===== src/rtl/shift_pkg.sv =====
// Shared encodings for the shift sweep controller and the barrel shifter top level.
package shift_pkg;

  localparam int unsigned REP_W = 4;

  typedef enum logic [1:0] {
    IDLE    = 2'd0,
    SWEEP_L = 2'd1,
    SWEEP_R = 2'd2
  } state_t;

  localparam logic DIR_MSB = 1'b1;
  localparam logic DIR_LSB = 1'b0;

endpackage


===== src/rtl/mod_m_counter.sv =====
// Free-running modulo-M counter with synchronous clear; max_tick flags the last count.
module mod_m_counter #(
  parameter int unsigned M = 4
) (
  input  logic clk,
  input  logic reset,
  input  logic clr,
  output logic max_tick
);

  localparam int unsigned W = $clog2(M);

  logic [W-1:0] count;

  assign max_tick = (count == W'(M - 1));

  always_ff @(posedge clk) begin
    if (reset || clr) begin
      count <= '0;
    end else if (max_tick) begin
      count <= '0;
    end else begin
      count <= count + W'(1);
    end
  end

endmodule


===== src/rtl/shift_sweep_ctrl.sv =====
// Timed shift-amount sweep generator: walks shamt 0..2^N-1 toward MSB, then toward LSB,
// for a programmed number of repetitions (0 = continuous).
module shift_sweep_ctrl
  import shift_pkg::*;
#(
  parameter int unsigned N     = 3,
  parameter int unsigned PRESC = 25_000_000
) (
  input  logic                clk,
  input  logic                reset,
  input  logic                start,
  input  logic                stop,
  input  logic [(1<<N)-1:0]   pattern_in,
  input  logic [REP_W-1:0]    reps_in,
  output logic [(1<<N)-1:0]   pattern_out,
  output logic [N-1:0]        shamt,
  output logic                dir,
  output logic                busy,
  output logic                done
);

  localparam int unsigned W_DATA = 1 << N;
  localparam logic [N-1:0] SHAMT_MAX = {N{1'b1}};

  state_t            state, state_n;
  logic [N-1:0]      shamt_n;
  logic [W_DATA-1:0] pattern_n;
  logic [REP_W-1:0]  reps, reps_n;
  logic [REP_W-1:0]  rep_cnt, rep_cnt_n;
  logic [REP_W-1:0]  rep_inc;
  logic              done_n;
  logic              tick;
  logic              presc_clr;

  // Prescaler idles at zero outside a sweep so the first dwell is a full PRESC cycles.
  assign presc_clr = stop || (state == IDLE);

  mod_m_counter #(.M(PRESC)) u_presc (
    .clk      (clk),
    .reset    (reset),
    .clr      (presc_clr),
    .max_tick (tick)
  );

  assign rep_inc = REP_W'(rep_cnt + REP_W'(1));

  always_ff @(posedge clk) begin
    if (reset) begin
      state       <= IDLE;
      shamt       <= '0;
      pattern_out <= '0;
      reps        <= '0;
      rep_cnt     <= '0;
      dir         <= DIR_MSB;
      busy        <= 1'b0;
      done        <= 1'b0;
    end else begin
      state       <= state_n;
      shamt       <= shamt_n;
      pattern_out <= pattern_n;
      reps        <= reps_n;
      rep_cnt     <= rep_cnt_n;
      dir         <= (state_n == SWEEP_R) ? DIR_LSB : DIR_MSB;
      busy        <= (state_n != IDLE);
      done        <= done_n;
    end
  end

  always_comb begin
    state_n   = state;
    shamt_n   = shamt;
    pattern_n = pattern_out;
    reps_n    = reps;
    rep_cnt_n = rep_cnt;
    done_n    = 1'b0;

    if (stop) begin
      state_n = IDLE;
      shamt_n = '0;
    end else begin
      unique case (state)
        IDLE: begin
          shamt_n = '0;
          if (start) begin
            pattern_n = pattern_in;
            reps_n    = reps_in;
            rep_cnt_n = '0;
            state_n   = SWEEP_L;
          end
        end
        SWEEP_L: begin
          if (tick) begin
            if (shamt != SHAMT_MAX) begin
              shamt_n = shamt + N'(1);
            end else begin
              shamt_n = '0;
              state_n = SWEEP_R;
            end
          end
        end
        SWEEP_R: begin
          if (tick) begin
            if (shamt != SHAMT_MAX) begin
              shamt_n = shamt + N'(1);
            end else begin
              shamt_n = '0;
              state_n = SWEEP_L;
              // A zero repetition count never terminates on its own.
              if (reps != '0) begin
                rep_cnt_n = rep_inc;
                if (rep_inc == reps) begin
                  state_n = IDLE;
                  done_n  = 1'b1;
                end
              end
            end
          end
        end
        default: begin
          state_n = IDLE;
          shamt_n = '0;
        end
      endcase
    end
  end

endmodule


===== config.mk =====
export PLATFORM = sky130hd
export DESIGN_NAME = shift_sweep_ctrl
export DESIGN_NICKNAME = d
export VERILOG_FILES = /design/src/rtl/shift_pkg.sv /design/src/rtl/mod_m_counter.sv /design/src/rtl/shift_sweep_ctrl.sv
export SDC_FILE = /design/constraint.sdc
export NUM_CORES = 1
export LEC_CHECK = 0
export CAP_MARGIN = 15
export CORE_UTILIZATION = 55
export CTS_CLUSTER_SIZE = 24
export DETAILED_ROUTE_END_ITERATION = 10
export GPL_ROUTABILITY_DRIVEN = 0
export PLACE_DENSITY = 0.78
export SYNTH_ARGS = -nofsm -noshare
export SYNTH_HDL_FRONTEND = slang
export SYNTH_HIERARCHICAL = 1
export SYNTH_SLANG_ARGS = --single-unit
export TNS_END_PERCENT = 5

===== constraint.sdc =====
create_clock -name clk -period 3.1 [get_ports clk]
set_clock_uncertainty 0.15 [all_clocks]
set_input_delay 0.62 -clock clk [delete_from_list [all_inputs] [get_ports clk]]
set_output_delay 0.62 -clock clk [all_outputs]
set_load 0.1 [all_outputs]

Yosys cells after proc, flatten, opt, wreduce, memory -nomap -nowiden. Index checks and enable logic that the tools add are counted.

Register bits after elaboration: 49. Output and inout port bits: 14. Word-level logic and storage cells: 56.

Add/sub/neg operators: 3. Eq/ne operators: 10. Mux-type cells: 17. Bitwise logic cells: 5. Reduce and logical (&&, ||, !) cells: 12.

Operators by type and width (count): $add A25 B1 Y25 const B (1); $eq A25 B25 Y1 const B (1); $mux W4 (4); $mux W2 (6); $ne A2 B2 Y1 const B (4); $pmux W4 S2 (1); $pmux W2 S3 (1); $reduce_and A6 Y1 (1); $reduce_or A6 Y1 (1); $not A1 Y1 (5); $add A4 B1 Y4 const B (1); $eq A2 B2 Y1 const B (2); $eq A4 B4 Y1 (1); $mux W1 (4); $reduce_bool A2 Y1 (2); $reduce_bool A4 Y1 (1); $reduce_or A2 Y1 (2); $add A3 B1 Y3 const B (1); $mux W3 (1); $ne A3 B3 Y1 const B (1); $reduce_and A3 Y1 (1); $reduce_or A3 Y1 (1); $eq A2 B1 Y1 const B (1); $logic_not A2 Y1 (1); $logic_or A1 B1 Y1 (2).

Logic depth before layout (Yosys ltp). Gate-level depths: netlist (run 1).

Word-level depth: 10. Gate-level depth with buffers: 8.

By module. Netlist (run 1), hierarchy kept.

Modules (own cells, without submodules): mod_m_counter (instances 1, cells each 133, area each 1196.1 um2); shift_sweep_ctrl (instances 1, cells each 138, area each 1151.1 um2).

Worst setup path after synthesis (run 1). OpenSTA, ideal clock, no wires.

Path type: flip-flop to flip-flop. Start: register shamt[0]. End: register rep_cnt[2]. Library setup time: 0.074 ns. Data arrival time: 2.286 ns. Slack: 0.590 ns. Cell stages (with the launch flop): 6. Clock period less this slack: 2.510 ns. Cell sequence: dfxtp_1 > ha_1 > ha_1 > nand4_1 > or4_1 > a31oi_1.

Word-level cells in the longest chain between the ends: 3.

Ends and longest elaborated chain: start, declared (RTL line shift_sweep_ctrl.sv:16) `output logic [N-1:0] shamt,`; start signal, assigned (RTL line shift_sweep_ctrl.sv:59) `shamt <= shamt_n;`; $ne A3 B3 Y1 (RTL line shift_sweep_ctrl.sv:103) `if (shamt != SHAMT_MAX) begin`; $ne A2 B2 Y1 (no line); $reduce_and A6 Y1 (no line); end signal, assigned (RTL line shift_sweep_ctrl.sv:62) `rep_cnt <= rep_cnt_n;`; end, declared (RTL line shift_sweep_ctrl.sv:29) `logic [REP_W-1:0] rep_cnt, rep_cnt_n;`.

No other way between the ends. A chain may end at the register's enable or synchronous reset.

Worst setup path in the final report (run 1).
Start: register u_presc.count[16]. End: register rep_cnt[3].

Word-level cells in the longest chain between the ends: 3.

Ends and longest elaborated chain: start, declared (RTL line mod_m_counter.sv:13) `logic [W-1:0] count;`; start signal, assigned (RTL line mod_m_counter.sv:23) `count <= count + W'(1);`; $eq A25 B25 Y1 (RTL line mod_m_counter.sv:15) `assign max_tick = (count == W'(M - 1));`; via tick (RTL line shift_sweep_ctrl.sv:32) `logic tick;`; $ne A2 B2 Y1 (no line); $reduce_and A6 Y1 (no line).

The timed path passes the listed nets, and every way through them passes these cells.

==> results of run 1 <==
## area by class of cell
| type | count | share of cell area (%) |
|---|---|---|
| inverter | 8 | 1.09 |
| multi-input combinational | 204 | 46.1 |
| timing repair buffer | 35 | 10.9 |
| clock inverter | 2 | 1.41 |
| sequential | 49 | 35.6 |
| clock buffer | 6 | 2.63 |
| tap | 50 | 2.27 |
## layout by cell type, fill, tap and decap left out, types with 3 or more instances in the layout
master,instances
nand3_1,14
o31ai_1,11
clkdlybuf4s50_1,15
inv_1,8
buf_4,20
and3_1,3
nand4_1,10
xor2_1,12
nor2_1,22
mux2i_1,3
a21oi_1,28
a31oi_1,3
nand2_1,34
or4_1,12
clkbuf_8,5
nor3_1,6
dfxtp_1,49
xnor2_1,5
ha_1,8
## stage by stage
step	area [um2]	worst slack (ps)	total power (W)	hold WS (ps)	cells
after global placement	2650	734	0.000772	293	346
after CTS	2760	721	0.00122	310	354
after detailed placement	2650	687	0.000773	298	346
after floorplan	2350	590	0.000734	288	271
final	2760	689	0.00121	307	354
after global routing	2760	460	0.00125	330	354
## final timing paths
check                     from              to  slack, ps
max          u_presc/count[16]      rep_cnt[3]        690
min reg2reg     pattern_out[7]  pattern_out[7]        310
min             pattern_out[7]  pattern_out[7]        310
max reg2reg  u_presc/count[16]      rep_cnt[3]        690
## power groups by stage
| stage | clock network, W | registers [W] | logic [W] |
|---|---|---|---|
| after floorplan | 0 | 0.000697 | 0.0000370 |
| after global placement | 0 | 0.000658 | 0.000114 |
| after detailed placement | 0 | 0.000659 | 0.000114 |
| after CTS | 0.000461 | 0.000644 | 0.000114 |
| after global routing | 0.000486 | 0.000645 | 0.000122 |
| final | 0.000449 | 0.000644 | 0.000114 |
## kinds of logic after synthesis
family / share of synthesized area (%)
flip-flops: 41.8
AND/OR/NAND/NOR: 27.9
XOR/XNOR: 6.34
AO/OA/AOI/OAI: 14.4
multiplexers: 1.28
adder cells (fa/ha/maj): 4.26
buffers and inverters: 4.00
## worst max-delay path: stages (launching register included)
cell	delay (ps)
dfxtp_1	480
and4_1	280
nand3_1	160
nor3_1	200
buf_4	200
nand4_1	250
or4_1	470
a31oi_1	160
## sequential cells by signal (all words and copies together), names as in the netlist
register	flops
u_presc/count	25
pattern_out	8
rep_cnt	4
reps	4
shamt	3
state	2
busy	1
dir	1
done	1
## cells in the mapped netlist, drive strengths merged
| master | n |
|---|---|
| or2b | 1 |
| nor3 | 6 |
| inv | 8 |
| o21a | 1 |
| or2 | 3 |
| xnor2 | 5 |
| nand3 | 16 |
| o32ai | 1 |
| o2bb2ai | 1 |
| nand2 | 34 |
| mux2i | 3 |
| o21ba | 1 |
| o21ai | 2 |
| nand4 | 10 |
| a21boi | 1 |
| nor4 | 1 |
| a31oi | 3 |
| nor4b | 2 |
| ha | 8 |
| dfxtp | 49 |
| o31ai | 12 |
| or4 | 14 |
| xor2 | 12 |
| or4b | 1 |
| and3 | 3 |
| clkbuf | 4 |
| a31o | 2 |
| buf | 6 |
| a21oi | 28 |
| o211ai | 2 |
| nor2 | 22 |
| and2 | 1 |
| or3 | 2 |
| and4 | 3 |
| nor2b | 1 |
| nand2b | 2 |
## layer usage
metal  global-route usage, %  wire (um)  vias to the layer above
met2                    37.5       2250                       66
met5                       0          0                        -
li1                        -          -                     1044
met1                    26.2       2070                      962
met3                    4.56        226                       13
met4                    14.1         99                        0
==> impl_metrics.toml, run 1 <==
[routing]
wl_um = 4640
routed-via-count = 2085
detail_route.wl_per_cell_um = 13.1
drt_iter0_drc = 114
ant_nets = 0
avgViaCountPerCell = 5.89
dr.pass1.iters = 4
drc = 0

[die]
coreArea_um2 = 4060
die-area_um2 = 4530
num_rows = 23
ios = 30
fp.dieW_um = 67.3
die-height_um = 67.3
start_util_pct = 57.8

[power]
cellInternalPower_w = 0.000921
peakVddDrop_v = 0.000398
power_leakage_nw = 0.960
p_per_area_nw_per_um2 = 438
power_frac_comb_pct = 9.4
clkPwrFrac_pct = 37.2
seqPwrFrac_pct = 53.3
power_switching_w = 0.000286
swShare_pct = 23.7

[job]
drv_cap = 0

[logic_synthesis]
avgSynthCellArea_um2 = 8.66
ys_types = 43
yosysTopAreaCell = "dfxtp_1"
yosysTopAreaCellShare_pct = 41.8
ys_ff_latch = 49
syn_nets = 295
synth.top_cells.by_area = "dfxtp_1, a21oi_1, nand2_1"
syn_inst = 271
yosys_warnings = 6
seq_area_frac_synth_pct = 41.8
syn_area_um2 = 2350

[placement]
hpwlAfterDp_um = 3320
port_buffers = 29

[run_status]
status = "finished clean"

[clocking]
clock-root-buffer = "clkbuf_8"
clock_latency_ps = 300
cts_buffer_depth = 2
post_cts_resized = 0
clkSlewWorstSetupHoldPaths_ps = 90
postCtsSetupRepairBufs = 0
cts_tree = "done"
hold_buffers = 0
clock_sinks = 49
numCtsBuffers = 5
htree_num_levels = 2

[global_routing]
grt_pass1_wl_um = 7770
grt_max_degree = 26
overflow = 0
grt_pass1_vias = 1819
track_usage_pct = 22.5
antenna_found_initial = 0

[critical_path]
end_kind = "flop"
reg2reg_depth = 7
crit_required_ps = 3190
crit_type = "reg -> reg"
critPathMaxFanout = 8
crit_path_start_kind = "flop"
crit_arrival_ps = 2500

[layout]
fin_util_pct = 68.0
syn2layout_area_growth_pct = 17.5
n_fill_cell = 337
final_nets = 327
multi_input_area_um2 = 1270
ff_latch_area_um2 = 981
num_antenna_cells = 0
drive_gt1_share_pct = 12.8

[sta]
fmax_mhz = 415
fin_crit_ps = 2410
maxSlewHeadroom_pct = 78.9
tightest_slew_ps = 316
fin_crit_sh_pct = 77.8
drv_slew = 0
finalSetupViolCount = 0
hold_viol_final = 0
rsz0062_at_grt = "false"
final.setup.tns_ps = 0

[min_path]
hold_depth = 2
hp-class = "reg -> reg"
(Power assumes the default switching activity.)
==> run 2: changes to the inputs <==
- CORE_UTILIZATION: 55 -> 49
- PLACE_DENSITY: 0.78 -> 0.74
- clock period: 3.1 -> 2.21 ns (I/O delays scaled with it)
==> run 2 against run 1 <==
- the run now ends with DRC left
- die area up 12%
- core utilization down 2.0 points
- power up 43%
- worst setup slack got worse by 630 ps
- register-to-register slack got worse by 630 ps
- routed wire length rose by 11%
- sequential cell count unchanged
- worst hold slack gained 0.85 ps
- maximum frequency is 12% higher
- critical path type unchanged
- largest cell class unchanged
==> impl_metrics.toml, run 2 (synthesis gave the netlist of run 1 again) <==
[power]
p_per_area_nw_per_um2 = 584
power_leakage_nw = 1.07
seqPwrFrac_pct = 52.4
clkPwrFrac_pct = 38.0
power_switching_w = 0.000430
swShare_pct = 24.9
peakVddDrop_v = 0.000553
power_frac_comb_pct = 9.6
cellInternalPower_w = 0.00129
design_power_total_w = 0.00172

[routing]
avgViaCountPerCell = 5.61
ant_nets = 0
drc = 1
detail_route.wl_per_cell_um = 13.6
routed-via-count = 2122
dr.pass1.iters = 8
drt_iter0_drc = 110
wl_um = 5150

[sta]
fin_crit_ps = 2150
hold_viol_final = 0
drv_slew = 0
finalSetupViolCount = 0
maxSlewHeadroom_pct = 66.4
fmax_mhz = 465
fin_crit_sh_pct = 97.4
tightest_slew_ps = 501

[layout]
final_nets = 349
fin_area_um2 = 2950
syn2layout_area_growth_pct = 25.7
top_regs = "u_presc/count (25), pattern_out (8)"
largest_register_ffs = 25
final_cell_mix = "dfxtp_1, buf_4, nand2_1"
regMostFlops = "u_presc/count"
drive_gt1_share_pct = 21.2
final_common_cell = "dfxtp_1"
num_antenna_cells = 0

[critical_path]
crit_type = "reg -> reg"
crit_arrival_ps = 2240
crit_path_start_kind = "flop"
crit_required_ps = 2300
end_kind = "flop"
critPathMaxFanout = 6

[clocking]
clock_sinks = 49
htree_num_levels = 2
clock-root-buffer = "clkbuf_8"
cts_buffer_depth = 2
hold_buffers = 0
clock_latency_ps = 310
clkSlewWorstSetupHoldPaths_ps = 90
numCtsBuffers = 5
cts_tree = "done"

[die]
die-area_um2 = 5070
die-height_um = 71.2
coreArea_um2 = 4470
start_util_pct = 52.5
ios = 30
num_rows = 24
fp.dieW_um = 71.2

[placement]
port_buffers = 29
post_dp_cell_area_um2 = 2800
hpwlAfterDp_um = 3670

[global_routing]
grt_pass1_wl_um = 8770
grt_pass1_vias = 1963
overflow = 0
grt_max_degree = 17
antenna_found_initial = 0
track_usage_pct = 21.8

[run_status]
status = "finished with violations"
failed_checks = "DRC"

[min_path]
hp-class = "reg -> reg"

[job]
drv_cap = 0
[run 2: metrics by stage]
step | worst slack, ps | hold slack, ps | std cells | util, % | TNS, ps
5_1_grt | -7.60 | 330 | 378 | 65.9 | -21.2
3_5_place_dp | -35.3 | 297 | 367 | 62.6 | -43.2
3_3_place_gp | 35.0 | 293 | 367 | 62.6 | 0
4_1_cts | 23.5 | 311 | 377 | 65.5 | 0
2_1_floorplan | 35.9 | 288 | 271 | - | 0
6_report | 58.2 | 308 | 378 | 65.9 | 0
[run 2: path summary, 6_finish.rpt]
kind,startpoint,end,slack (ps),cells after the start
worst max-delay path,state[1],rep_cnt[3],60,6
worst min-delay path,pattern_out[4],pattern_out[4],310,2
worst max register to register,state[1],rep_cnt[3],60,6
worst min register to register,pattern_out[4],pattern_out[4],310,2
[run 2: cell type report]
class / count / area, um2
fillers: 383 / 1520
clock inverters: 3 / 46.3
flip-flops and latches: 49 / 985
clock buffers: 5 / 68.8
well taps: 52 / 65.1
multi-input cells: 204 / 1290
repair buffers: 57 / 465
inverters: 8 / 30.0
[run 2: power by group through the flow]
stage	registers (W)	logic (W)	clock network, W
2_1_floorplan	0.000978	0.0000519	0
3_3_place_gp	0.000923	0.000164	0
3_5_place_dp	0.000923	0.000166	0
4_1_cts	0.000903	0.000167	0.000671
5_1_grt	0.000905	0.000177	0.000712
6_report	0.000903	0.000166	0.000655
[run 2: routing by layer]
layer / track usage (%) / vias to the layer above / wire length (um)
met3: 5.91 / 8 / 167
met5: 0 / - / 0
met2: 35.4 / 36 / 2500
li1: - / 1085 / -
met1: 28.5 / 993 / 2430
met4: 6.44 / 0 / 55
[run 2: what timing repair did]
item / in CTS / in global routing
resized for setup: 0 / 3
hold endpoints to repair: 0 / 0
buffers inserted: 2 / 1
pin swaps: 1 / 3
setup endpoints to repair: 2 / 21
[run 2: critical path, cell delays in order (launching register included)]
cell	delay (ps)
dfxtp_1	430
inv_1	90
ha_1	260
nor2b_4	170
or2_0	300
or4_1	500
a31oi_1	180
